**src/rtl/pico_irq_ctrl.sv**
```systemverilog
// ============================================================================
// pico_irq_ctrl
// ----------------------------------------------------------------------------
// Purpose:
//   Shares the single KCPSM6 `interrupt` input among up to NUM_SRC external
//   sources. Raw sources are synchronised, edge-detected and latched as
//   pending flags. Qualified (pending & mask) sources are served one at a
//   time, lowest index first, through the interrupt/interrupt_ack handshake.
//   Service ends when software writes the EOI register.
//
// Register window (offsets from BASE_PORT):
//   +0 STATUS  R: pending flags          W: write-1-to-clear
//   +1 MASK    R/W: 1 = source enabled
//   +2 ID      R: {cur_valid, 4'b0, cur_id[2:0]}
//   +3 EOI     W: any data ends service (only while in service)
//   +4 SWSET   W: ORs out_port into pending
//
// Ports:
//   clk            system clock, rising edge
//   cpu_reset_n    asynchronous active-low reset
//   irq_src        raw asynchronous interrupt sources (rising edge = event)
//   port_id        KCPSM6 port address
//   out_port       KCPSM6 write data
//   write_strobe   KCPSM6 OUTPUT strobe
//   read_strobe    KCPSM6 INPUT strobe (reads have no side effects)
//   interrupt_ack  KCPSM6 interrupt acknowledge
//   interrupt      to KCPSM6 interrupt input
//   in_data        registered read data, 8'h00 outside the window
//   in_sel         registered, 1 when previous port_id was in the window
// ============================================================================
module pico_irq_ctrl #(
    parameter int          NUM_SRC   = 8,
    parameter logic [7:0]  BASE_PORT = 8'h40
) (
    input  logic               clk,
    input  logic               cpu_reset_n,
    input  logic [NUM_SRC-1:0] irq_src,
    input  logic [7:0]         port_id,
    input  logic [7:0]         out_port,
    input  logic               write_strobe,
    input  logic               read_strobe,
    input  logic               interrupt_ack,
    output logic               interrupt,
    output logic [7:0]         in_data,
    output logic               in_sel
);

    typedef enum logic [1:0] {
        S_IDLE    = 2'd0,
        S_ASSERT  = 2'd1,
        S_SERVICE = 2'd2
    } state_t;

    state_t               r_state;
    state_t               w_next_state;

    logic [NUM_SRC-1:0]   r_sync1;
    logic [NUM_SRC-1:0]   r_sync2;
    logic [NUM_SRC-1:0]   r_dly;
    logic [NUM_SRC-1:0]   r_rise;
    logic [NUM_SRC-1:0]   r_pending;
    logic [NUM_SRC-1:0]   r_mask;
    logic [2:0]           r_cur_id;
    logic                 r_cur_valid;
    logic                 r_interrupt;
    logic [7:0]           r_in_data;
    logic                 r_in_sel;

    logic [7:0]           w_offset;
    logic                 w_in_window;
    logic                 w_wr_status;
    logic                 w_wr_mask;
    logic                 w_wr_eoi;
    logic                 w_wr_swset;
    logic [NUM_SRC-1:0]   w_qual;
    logic                 w_qual_any;
    logic [2:0]           w_winner;
    logic                 w_ack_take;
    logic                 w_eoi_take;
    logic [NUM_SRC-1:0]   w_ack_clr;
    logic [NUM_SRC-1:0]   w_set;
    logic [NUM_SRC-1:0]   w_clr;
    logic [7:0]           w_pend8;
    logic [7:0]           w_mask8;
    logic [7:0]           w_rd_mux;
    logic                 w_unused;

    // read_strobe is not needed: read data is registered every cycle.
    assign w_unused = read_strobe;

    // Offset by subtraction so the window decode also works near 8'hFF.
    assign w_offset    = port_id - BASE_PORT;
    assign w_in_window = (w_offset <= 8'd4);
    assign w_wr_status = write_strobe && (w_offset == 8'd0);
    assign w_wr_mask   = write_strobe && (w_offset == 8'd1);
    assign w_wr_eoi    = write_strobe && (w_offset == 8'd3);
    assign w_wr_swset  = write_strobe && (w_offset == 8'd4);

    assign w_qual      = r_pending & r_mask;
    assign w_qual_any  = |w_qual;

    // Fixed priority: scanning downward leaves the lowest set index.
    always_comb begin
        w_winner = 3'd0;
        for (int i = NUM_SRC - 1; i >= 0; i--) begin
            if (w_qual[i]) begin
                w_winner = 3'(i);
            end
        end
    end

    always_comb begin
        w_next_state = r_state;
        w_ack_take   = 1'b0;
        w_eoi_take   = 1'b0;
        case (r_state)
            S_IDLE: begin
                if (w_qual_any) begin
                    w_next_state = S_ASSERT;
                end
            end
            S_ASSERT: begin
                // Losing all qualified sources takes precedence over an ack,
                // so cur_id can never latch a source that is not pending.
                if (!w_qual_any) begin
                    w_next_state = S_IDLE;
                end else if (interrupt_ack) begin
                    w_next_state = S_SERVICE;
                    w_ack_take   = 1'b1;
                end
            end
            S_SERVICE: begin
                if (w_wr_eoi) begin
                    w_next_state = S_IDLE;
                    w_eoi_take   = 1'b1;
                end
            end
            default: begin
                w_next_state = S_IDLE;
            end
        endcase
    end

    always_comb begin
        w_ack_clr = '0;
        if (w_ack_take) begin
            w_ack_clr[w_winner] = 1'b1;
        end
    end

    // Sets are ORed in after clears so a coincident new edge wins.
    assign w_set = r_rise | (w_wr_swset ? out_port[NUM_SRC-1:0] : '0);
    assign w_clr = w_ack_clr | (w_wr_status ? out_port[NUM_SRC-1:0] : '0);

    assign w_pend8 = 8'(r_pending);
    assign w_mask8 = 8'(r_mask);

    always_comb begin
        w_rd_mux = 8'h00;
        case (w_offset)
            8'd0:    w_rd_mux = w_pend8;
            8'd1:    w_rd_mux = w_mask8;
            8'd2:    w_rd_mux = {r_cur_valid, 4'b0000, r_cur_id};
            default: w_rd_mux = 8'h00;
        endcase
    end

    // Two-flop synchroniser, delay flop and registered rise detect. A source
    // high at reset release looks like a rising edge because r_dly starts 0.
    always_ff @(posedge clk or negedge cpu_reset_n) begin
        if (!cpu_reset_n) begin
            r_sync1 <= '0;
            r_sync2 <= '0;
            r_dly   <= '0;
            r_rise  <= '0;
        end else begin
            r_sync1 <= irq_src;
            r_sync2 <= r_sync1;
            r_dly   <= r_sync2;
            r_rise  <= r_sync2 & ~r_dly;
        end
    end

    always_ff @(posedge clk or negedge cpu_reset_n) begin
        if (!cpu_reset_n) begin
            r_pending <= '0;
            r_mask    <= '0;
        end else begin
            r_pending <= (r_pending & ~w_clr) | w_set;
            if (w_wr_mask) begin
                r_mask <= out_port[NUM_SRC-1:0];
            end
        end
    end

    always_ff @(posedge clk or negedge cpu_reset_n) begin
        if (!cpu_reset_n) begin
            r_state     <= S_IDLE;
            r_interrupt <= 1'b0;
            r_cur_id    <= 3'd0;
            r_cur_valid <= 1'b0;
        end else begin
            r_state     <= w_next_state;
            r_interrupt <= (w_next_state == S_ASSERT);
            if (w_ack_take) begin
                r_cur_id    <= w_winner;
                r_cur_valid <= 1'b1;
            end else if (w_eoi_take) begin
                r_cur_valid <= 1'b0;
            end
        end
    end

    always_ff @(posedge clk or negedge cpu_reset_n) begin
        if (!cpu_reset_n) begin
            r_in_data <= 8'h00;
            r_in_sel  <= 1'b0;
        end else begin
            r_in_data <= w_in_window ? w_rd_mux : 8'h00;
            r_in_sel  <= w_in_window;
        end
    end

    assign interrupt = r_interrupt;
    assign in_data   = r_in_data;
    assign in_sel    = r_in_sel;

endmodule

```
**config.mk**
```make
export PLATFORM = sky130hd
export DESIGN_NAME = pico_irq_ctrl
export DESIGN_NICKNAME = d
export VERILOG_FILES = /design/src/rtl/pico_irq_ctrl.sv
export SDC_FILE = /design/constraint.sdc
export NUM_CORES = 1
export LEC_CHECK = 0
export ABC_AREA = 1
export ABC_CLOCK_PERIOD_IN_PS = 2700
export CAP_MARGIN = 20
export CORE_MARGIN = 4
export CORE_UTILIZATION = 30
export CTS_CLUSTER_DIAMETER = 30
export DETAILED_ROUTE_END_ITERATION = 16
export GPL_ROUTABILITY_DRIVEN = 0
export PLACE_DENSITY_LB_ADDON = 0.2
export REMOVE_ABC_BUFFERS = 1
export SYNTH_ARGS = -nofsm -noshare
export SYNTH_HDL_FRONTEND = slang
export SYNTH_SLANG_ARGS = --single-unit
```
**constraint.sdc**
```tcl
create_clock -name clk -period 2.7 [get_ports clk]
set_clock_uncertainty 0.1 [all_clocks]
set_input_delay 0.54 -clock clk [delete_from_list [all_inputs] [get_ports clk]]
set_output_delay 0.54 -clock clk [all_outputs]
set_load 0.02 [all_outputs]
```
**Word level (Yosys, flattened, before mapping)**

Cells that the tools add are included.

- Input bits: 29
- Output and inout port bits: 10
- Word-level logic and storage cells: 67
- Flip-flop bits (word level): 64

- Bitwise gates (word level): 8
- Reductions and logical operators: 9
- Equal/unequal tests: 7
- Mux-type cells: 27
- Add/subtract/negate cells: 1
- Magnitude comparators: 3

Operators by type and width:

| kind | count |
|---|---|
| 2-to-1 mux 8 bit | 4 |
| bitwise AND 8 bit | 3 |
| 2-to-1 mux 3 bit | 8 |
| bitwise OR 8 bit | 3 |
| one-hot mux 8 bit (3 select lines) | 1 |
| equality test 8 x 2 -> 1 bit, second input constant | 2 |
| NOT 8 bit | 2 |
| equality test 8 x 1 -> 1 bit, second input constant | 1 |
| equality test 8 x 3 -> 1 bit, second input constant | 1 |
| less-or-equal comparator 8 x 3 -> 1 bit, second input constant | 1 |
| logical NOT 8 bit | 1 |
| 2-to-1 mux 1 bit | 8 |
| 2-to-1 mux 2 bit | 4 |
| OR reduction 8 bit | 1 |
| subtractor 8 x 7 -> 8 bit, second input constant | 1 |
| one-hot mux 2 bit (3 select lines) | 1 |
| logical AND 1 bit | 5 |
| equality test 2 x 1 -> 1 bit, second input constant | 2 |
| < comparator 3 x 4 -> 1 bit, second input constant | 1 |
| demux 1 bit (select 3 bit) | 1 |
| >= comparator 3 x 1 -> 1 bit, second input constant | 1 |
| equality test 2 bit, second input constant | 1 |
| logical NOT 2 bit | 1 |
| nonzero test 2 bit | 1 |

**Longest topological paths before layout**

Gate-level depths: netlist (run 1).

- Depth after elaboration: 18
- Depth in mapped cells: 12
- Depth with buffers taken out: 12

**Least setup slack after synthesis (run 1)**

OpenSTA, ideal clock, no wires.

- Path kind: input to register
- Start: input port_id[4]
- End: register r_pending[0]
- Setup slack: 1.225 ns
- Setup time: 0.119 ns
- Required time: 2.481 ns
- Cell stages on the path: 10
- Data arrival time: 1.256 ns
- Path buffers: 0
- Cell sequence: inv_1 -> nand2_1 -> nor2_2 -> nand2_2 -> inv_4 -> nand2_4 -> nor2_8 -> a21oi_1 -> nand2_1 -> nand2_1

- Cells in the longest elaborated chain, start to end: 8
- Elaborated cells on any way between the ends: 12
- Classes of those cells: 1 x add/sub; 1 x eq/ne; 2 x mux; 5 x bitwise; 3 x reduce/logical

RTL lines:

| item | RTL line | source |
|---|---|---|
| start: declaration | 38 | `input logic [7:0] port_id,` |
| subtractor 8 x 7 -> 8 bit (*) | 92 | `assign w_offset = port_id - BASE_PORT;` |
| logical NOT 8 bit | 94 | `assign w_wr_status = write_strobe && (w_offset == 8'd0);` |
| logical AND 1 bit | 94 |  |
| 2-to-1 mux 8 bit | 153 | `assign w_clr = w_ack_clr \| (w_wr_status ? out_port[NUM_SRC-1:0] : '0);` |
| bitwise OR 8 bit | 153 |  |
| NOT 8 bit | 189 | `r_pending <= (r_pending & ~w_clr) \| w_set;` |
| bitwise AND 8 bit | 189 |  |
| bitwise OR 8 bit (*) | 189 |  |
| end signal: assignment | 189 |  |
| end: declaration | 61 | `logic [NUM_SRC-1:0] r_pending;` |

Mark *: on every way between the ends. The rest lies on a longest branch, timed or not.
A chain may end at the register's enable or synchronous reset.

**Worst setup path in the final report (run 1)**

- Start: register r_in_data[2], in the netlist in_data[2]
- End: output in_data[2]

RTL lines:

| item | RTL line | source |
|---|---|---|
| start: declaration | 66 | `logic [7:0] r_in_data;` |
| start signal: assignment | 219 | `r_in_data <= w_in_window ? w_rd_mux : 8'h00;` |
| end: declaration | 44 | `output logic [7:0] in_data,` |

No word-level cell between the ends.

==> results of run 1 <==
## metrics by stage
step	setup WS, ns	cell area (um^2)	instances
2_1_floorplan	1.214	2505	251
3_3_place_gp	0.5266	3024	396
3_5_place_dp	0.4851	3024	396
4_1_cts	0.7667	3198	412
5_1_grt	0.7373	3198	412
6_report	0.8039	3198	412
## power by group through the flow
| stage | logic, mW | registers, mW | clock network [mW] |
|---|---|---|---|
| finish | 0.246 | 1.07 | 0.712 |
| global route | 0.280 | 1.08 | 0.794 |
| CTS | 0.253 | 1.07 | 0.744 |
| detailed placement | 0.253 | 1.09 | 0 |
| global placement | 0.249 | 1.08 | 0 |
| floorplan | 0.133 | 1.09 | 0 |
## cell families after synthesis
kind of cell	after synthesis
flip-flops	64
AND/OR/NAND/NOR	127
buffers and inverters	34
AO/OA/AOI/OAI	28
## cell type report
cell class | instances | area share, %
clock inverters | 5 | 1.017
clock buffers | 11 | 4.421
flip-flops and latches | 64 | 50.08
inverters | 32 | 3.912
repair buffers | 40 | 12.13
multi-input cells | 155 | 24.33
well taps | 105 | 4.108
## per-layer routing
metal	up-vias	global-route usage [%]	part of all wire, %	routed length (um)
met5	-	0	0	0
met4	0	4.727	2.3	110
met3	12	4.934	6.7	323
met2	38	16.83	47	2247
met1	805	13.18	44	2146
li1	893	-	-	-
## sequential cells by signal, indices dropped and copies added (netlist names)
register,count
in_data,8
r_sync2,8
r_sync1,8
r_dly,8
interrupt,1
r_state,2
r_cur_id,3
r_cur_valid,1
r_rise,8
in_sel,1
r_mask,8
r_pending,8
## cells in the mapped netlist
library cell  count
inv_2             1
inv_4             2
nor2_1           15
buf_4             1
nand4_1           2
o211ai_1          4
dfrtp_1          64
nand4_2           1
o21ai_0           6
nor2_8            1
nor2_2            3
nor3_1            2
nand2_1          76
nor2_4            2
nand3_2           1
nand2_4           4
buf_8             1
nand3_1          13
inv_1            29
a21oi_1          16
o21ai_2           1
nand2_2           5
nand3_4           2
o21ai_1           1
## worst max-delay path by stage
| stage | cells after the start | end | slack, ns | startpoint |
|---|---|---|---|---|
| finish | 1 | in_data[2] | 0.80 | in_data[2] |
| global route | 1 | in_data[2] | 0.74 | in_data[2] |
| CTS | 1 | in_data[2] | 0.77 | in_data[2] |
| detailed placement | 7 | in_data[2] | 0.49 | port_id[6] |
| global placement | 7 | in_data[2] | 0.53 | port_id[6] |
| floorplan | 10 | r_mask[0] | 1.21 | port_id[4] |
==> summary.txt, run 1 <==
Timing
  – Rel. slew slack: 63.94%
  – Max-slew violation count: 0
  – Final Hold Vio Count: 0
  – Setup TNS: 0 ns
  – Worst slew pin tran: approximately 0.54 ns
  – Min Tclk post-route: 1.896 ns
  – F_max: 527.4 MHz
  – Final setup fails: 0
  – RSZ-0062 raised after global routing: false
  – Hold slack final: 0.02148 ns
  – Final Cycle Share: 70.22%

Power
  – Pwr Density: 633.1 nW/um^2
  – Combinational share of power: between 10% and 20%
  – Sw Ratio: 26.66%
  – Final Power: 2.025 mW
  – Sequential power share: 52.7%
  – Clock share of power: 35.2%
  – Net Switching: 539.8 uW
  – Internal power: 1.485 mW
  – Leak: around 1.6 nW
  – Worst vdd ir: 362.7 uV

Critical path
  – Worst path max stage delay: 0.60 ns
  – Crit Path Max Fanout: 1
  – Critical-path top delay cell: clkdlybuf4s50_1
  – WP buf/inv: 1
  – Crit. End Element: output pin
  – Crit start category: register
  – Flop2flop setup slack: 1.27 ns
  – Reg-to-reg startpoint: r_mask[0]
  – Crit path cell chain: clkdlybuf4s50_1
  – Signal arrival time at the worst endpoint: about 1.3 ns
  – Worst R2R End: r_pending[5]
  – Critical path's top delay family: buffers and inverters
  – R2R depth: 8
  – Required @ worst endpoint: 2.06 ns
  – WS Path Type: reg -> out

Synth
  – Adder-Cell Fraction of Synth Area: 0%
  – Yosys top cell area share: 63.37%
  – Sequential element share of the synthesized area: 63.37%
  – Compound-cell area share of the yosys netlist: between 6 and 7%
  – Flops & latches, synth: 64
  – Proportion of synthesized area in mux cells: 0%
  – Post-synthesis average cell area: 9.990 um^2
  – Synth area leaders: dfrtp_1 (63%), nand2_1 (11%), inv_1 (4.3%)
  – Area of the mapped netlist: 2527 um^2
  – Post-synthesis xor/xnor area fraction: 0%
  – Yosys warning count: 0
  – Post-synth top area cell: dfrtp_1
  – Cells after Synth: 253
  – Unique masters post-synth: 24
  – Simple-Gate Fraction of Synth Area: 24.70%
  – Largest family of logic cells by synthesized area: simple AND/OR/NAND/NOR gates

Floorplan
  – Die Y: 99.79 um
  – Initial core utilization: 30.76%
  – Row count: 33
  – I/O pin count: 39
  – Core Footprint: 8217 um^2
  – Die Footprint: approximately 10000 um^2
  – Die Wd: 99.79 um

Clock tree
  – # H-tree levels: 3
  – Clk sink count: 64
  – Post-cts hold buffer count: 0
  – Post-CTS setup buffers: 0
  – # resized after CTS: 0
  – Clk_lat worst skew: approximately 0.33 ns
  – CTS root buffer: clkbuf_8
  – CTS tree: built
  – Clock slew at reported path FFs: ~0.070 ns
  – Cts bufs inserted: 9
  – Max clock buf depth: 2

Layout
  – Area grow syn2layout: 26.53%
  – Final nets: 331
  – Most common cell after layout, fill and taps aside: nand2_1
  – Core Util, Final: between 30% and 40%
  – Multi-input gate area: ~780 um^2
  – Most frequent cells in the layout: nand2_1 (76), dfrtp_1 (64), clkdlybuf4s50_1 (36), inv_1 (29), a21oi_1 (16)
  – Number of fill cells in the layout: 830
  – ANT cells: 0
  – Share of cells above drive strength 1: 13.68%
  – Register Area: 1602 um^2

Drt
  – DRT Wirelength: 4827 um
  – Post-DR wirelength/cell: 11.72 um
  – Number of remaining DRC errors: 0
  – Drt via density: 4.243
  – Drt first pass iters: 4
  – Post-route ant nets: 0
  – Initial DRC count: 77
  – Via count: 1748

Min path
  – Hold/Removal Path Class: in -> async

Job
  – Max Cap Violations: 0

Global routing
  – Pin count of the biggest net entering global routing: 25
  – Global-route wire length before repair: 8176 um
  – Initial antenna violation count: 0
  – GRT Residual Overflow: 0
  – Vias in the first global route: 1704
  – GRT Util Overall: approximately 11%

Placed design
  – DP HPWL: 3437 um
  – Port Buffers: 37

Run status
  – Status: finished, final reports clean
No activity file was read; power rests on OpenSTA's default activity.
==> run 2: changes to the inputs <==
--- a/config.mk
+++ b/config.mk
@@ -6,7 +6,7 @@
 export NUM_CORES = 1
 export LEC_CHECK = 0
 export ABC_AREA = 1
-export ABC_CLOCK_PERIOD_IN_PS = 2700
+export ABC_CLOCK_PERIOD_IN_PS = 1600
 export CAP_MARGIN = 20
 export CORE_MARGIN = 4
 export CORE_UTILIZATION = 30
==> constraint.sdc (replaced) <==
create_clock -name clk -period 1.6 [get_ports clk]
set_clock_uncertainty 0.1 [all_clocks]
set_input_delay 0.32 -clock clk [delete_from_list [all_inputs] [get_ports clk]]
set_output_delay 0.32 -clock clk [all_outputs]
set_load 0.02 [all_outputs]
==> run 2 against run 1 <==
Effect of this change: setup slack got worse by 0.69 ns; core utilization increased by 1.9 points; register-to-register slack got worse by 1.2 ns; via count increased by 3.7%; first-iteration DRC count decreased by 7.8%; final area increased by 5.0%; sequential share of layout area decreased by 2.4 points; clock power increased by 94%; sequential power increased by 68%; die area unchanged; combinational power increased by 83%.
==> summary.txt, run 2 (same netlist as run 1, synthesis figures left out) <==
Run status
  – Status: finished, final reports clean

Clock tree
  – Cts bufs inserted: 9
  – Max clock buf depth: 2
  – CTS root buffer: clkbuf_8
  – Clock slew at reported path FFs: 0.07 ns
  – CTS tree: built
  – # H-tree levels: 3
  – Post-CTS setup buffers: 0
  – Clk_lat worst skew: 0.34 ns
  – Clk sink count: 64

Global routing
  – GRT Residual Overflow: 0
  – GRT Util Overall: 11.66%
  – Pin count of the biggest net entering global routing: 65
  – Vias in the first global route: roughly 1.8k
  – Global-route wire length before repair: 8776 um
  – Initial antenna violation count: 0

Timing
  – Final Hold Vio Count: 0
  – Setup WS post-layout: 0.1183 ns
  – Worst slew pin tran: around 0.34 ns
  – Final setup fails: 0
  – Max-slew violation count: 0
  – Min Tclk post-route: 1.482 ns
  – Final Cycle Share: between 90 and 100%
  – Rel. slew slack: 77.08%
  – F_max: 674.9 MHz
  – Setup TNS: 0 ns

Layout
  – Share of cells above drive strength 1: ~17%
  – Most common cell after layout, fill and taps aside: nand2_1
  – ANT cells: 0
  – Finished Cell Area: 3357 um^2
  – Most frequent cells in the layout: nand2_1 (76), dfrtp_1 (64), inv_1 (29), clkdlybuf4s50_1 (26), a21oi_1 (16)
  – Final nets: approximately 340
  – Area grow syn2layout: 32.82%

Floorplan
  – Row count: 33
  – I/O pin count: 39
  – Die Y: around 100 um
  – Die Footprint: 9957 um^2
  – Initial core utilization: 30.76%
  – Die Wd: 99.79 um
  – Core Footprint: 8217 um^2

Min path
  – Hold/Removal Path Class: reg -> reg
  – WHS Endpoint: r_sync2[0]
  – Hold path depth: 0
  – Worst min-delay path startpoint: r_sync1[0]

Power
  – Sw Ratio: a little over a quarter
  – Net Switching: 946.1 uW
  – Internal power: 2.682 mW
  – Combinational share of power: 12.4%
  – Pwr Density: 1081 nW/um^2
  – Worst vdd ir: 382.8 uV
  – Clock share of power: 38.0%
  – Leak: 1.734 nW
  – Sequential power share: 49.7%

Critical path
  – WS Path Type: reg -> reg
  – Required @ worst endpoint: 1.73 ns
  – Crit. Startpoint: r_mask[1]
  – Flop2flop setup slack: 0.12 ns
  – Crit Path Max Fanout: 3
  – Crit start category: register
  – R2R depth: 8
  – Signal arrival time at the worst endpoint: 1.61 ns
  – Crit. End Element: register
  – Worst R2R End: r_pending[5]
  – Reg-to-reg startpoint: r_mask[1]

Drt
  – Post-route ant nets: 0
  – DRT Wirelength: 5207 um
  – Drt first pass iters: 4
  – Via count: 1813
  – Number of remaining DRC errors: 0
  – Initial DRC count: 71
  – Post-DR wirelength/cell: 12.25 um
  – Drt via density: 4.266

Placed design
  – Setup WS pre-CTS: -0.2184 ns
  – Area post-placement: approximately 3200 um^2
  – Port Buffers: 37
  – DP HPWL: 3652 um

Job
  – Max Cap Violations: 0
run 2: repair_timing:
action                                  CTS  global route
endpoints found under the setup margin   10             1
pin swaps                                 0             0
hold buffers                              1             0
resized for setup                        10             2
hold endpoints to repair                 64             0
run 2: area by class of cell:
cell class	instances	area, um^2
repair buffers	53	513.0
inverters	32	125.1
multi-input cells	155	788.3
flip-flops and latches	64	1602
well taps	105	131.4
clock inverters	5	56.30
clock buffers	11	141.4
fillers	823	4860
run 2: power by group through the flow:
stage                     clock (mW)  combinational (mW)  sequential, mW
after floorplan                    0               0.224            1.83
after global placement             0               0.444            1.83
after detailed placement           0               0.454            1.83
after CTS                       1.43               0.452            1.80
after global routing            1.51               0.506            1.81
final                           1.38               0.449            1.80
run 2: worst max-delay path by stage:
stage / to / slack [ns]
CTS: r_pending[4] / 0.12
finish: r_pending[5] / 0.12
detailed placement: r_pending[5] / -0.22
floorplan: r_pending[5] / 0.30
global placement: r_pending[2] / -0.19
global route: r_pending[4] / -0.002
run 2: through the flow:
| step | util, % | total power, mW | hold slack [ns] | instances |
|---|---|---|---|---|
| 2_1_floorplan | - | 2.057 | -0.07559 | 251 |
| 6_report | 40.86 | 3.628 | 0.2490 | 425 |
| 4_1_cts | 40.73 | 3.680 | 0.2518 | 425 |
| 3_3_place_gp | 38.36 | 2.274 | 0.2322 | 408 |
| 3_5_place_dp | 38.36 | 2.285 | 0.2347 | 408 |
| 5_1_grt | 40.86 | 3.827 | 0.2608 | 425 |
run 2: critical path, cell delays in order (launching register included):
cell     delay, ns
dfrtp_1       0.40
nand2_1       0.18
nand2_4       0.09
nor2_4        0.16
nand4_2       0.14
nor2_2        0.12
nand3_1       0.08
nand2_1       0.06
nand2_1       0.05
run 2: layer usage:
layer	global-route usage [%]	wire, um
met5	0	0
met4	6.933	119
met3	3.266	295
met2	18.01	2481
met1	14.53	2310
==> run 3: changes to the inputs <==
--- a/config.mk
+++ b/config.mk
@@ -10,9 +10,8 @@
 export CAP_MARGIN = 20
 export CORE_MARGIN = 4
 export CORE_UTILIZATION = 30
-export CTS_CLUSTER_DIAMETER = 30
+export CTS_CLUSTER_DIAMETER = 60
 export DETAILED_ROUTE_END_ITERATION = 16
-export GPL_ROUTABILITY_DRIVEN = 0
 export PLACE_DENSITY_LB_ADDON = 0.2
 export REMOVE_ABC_BUFFERS = 1
 export SYNTH_ARGS = -nofsm -noshare
==> results of run 3 <==
No change in the layout: final DEF, timing and power equal those of run 2.
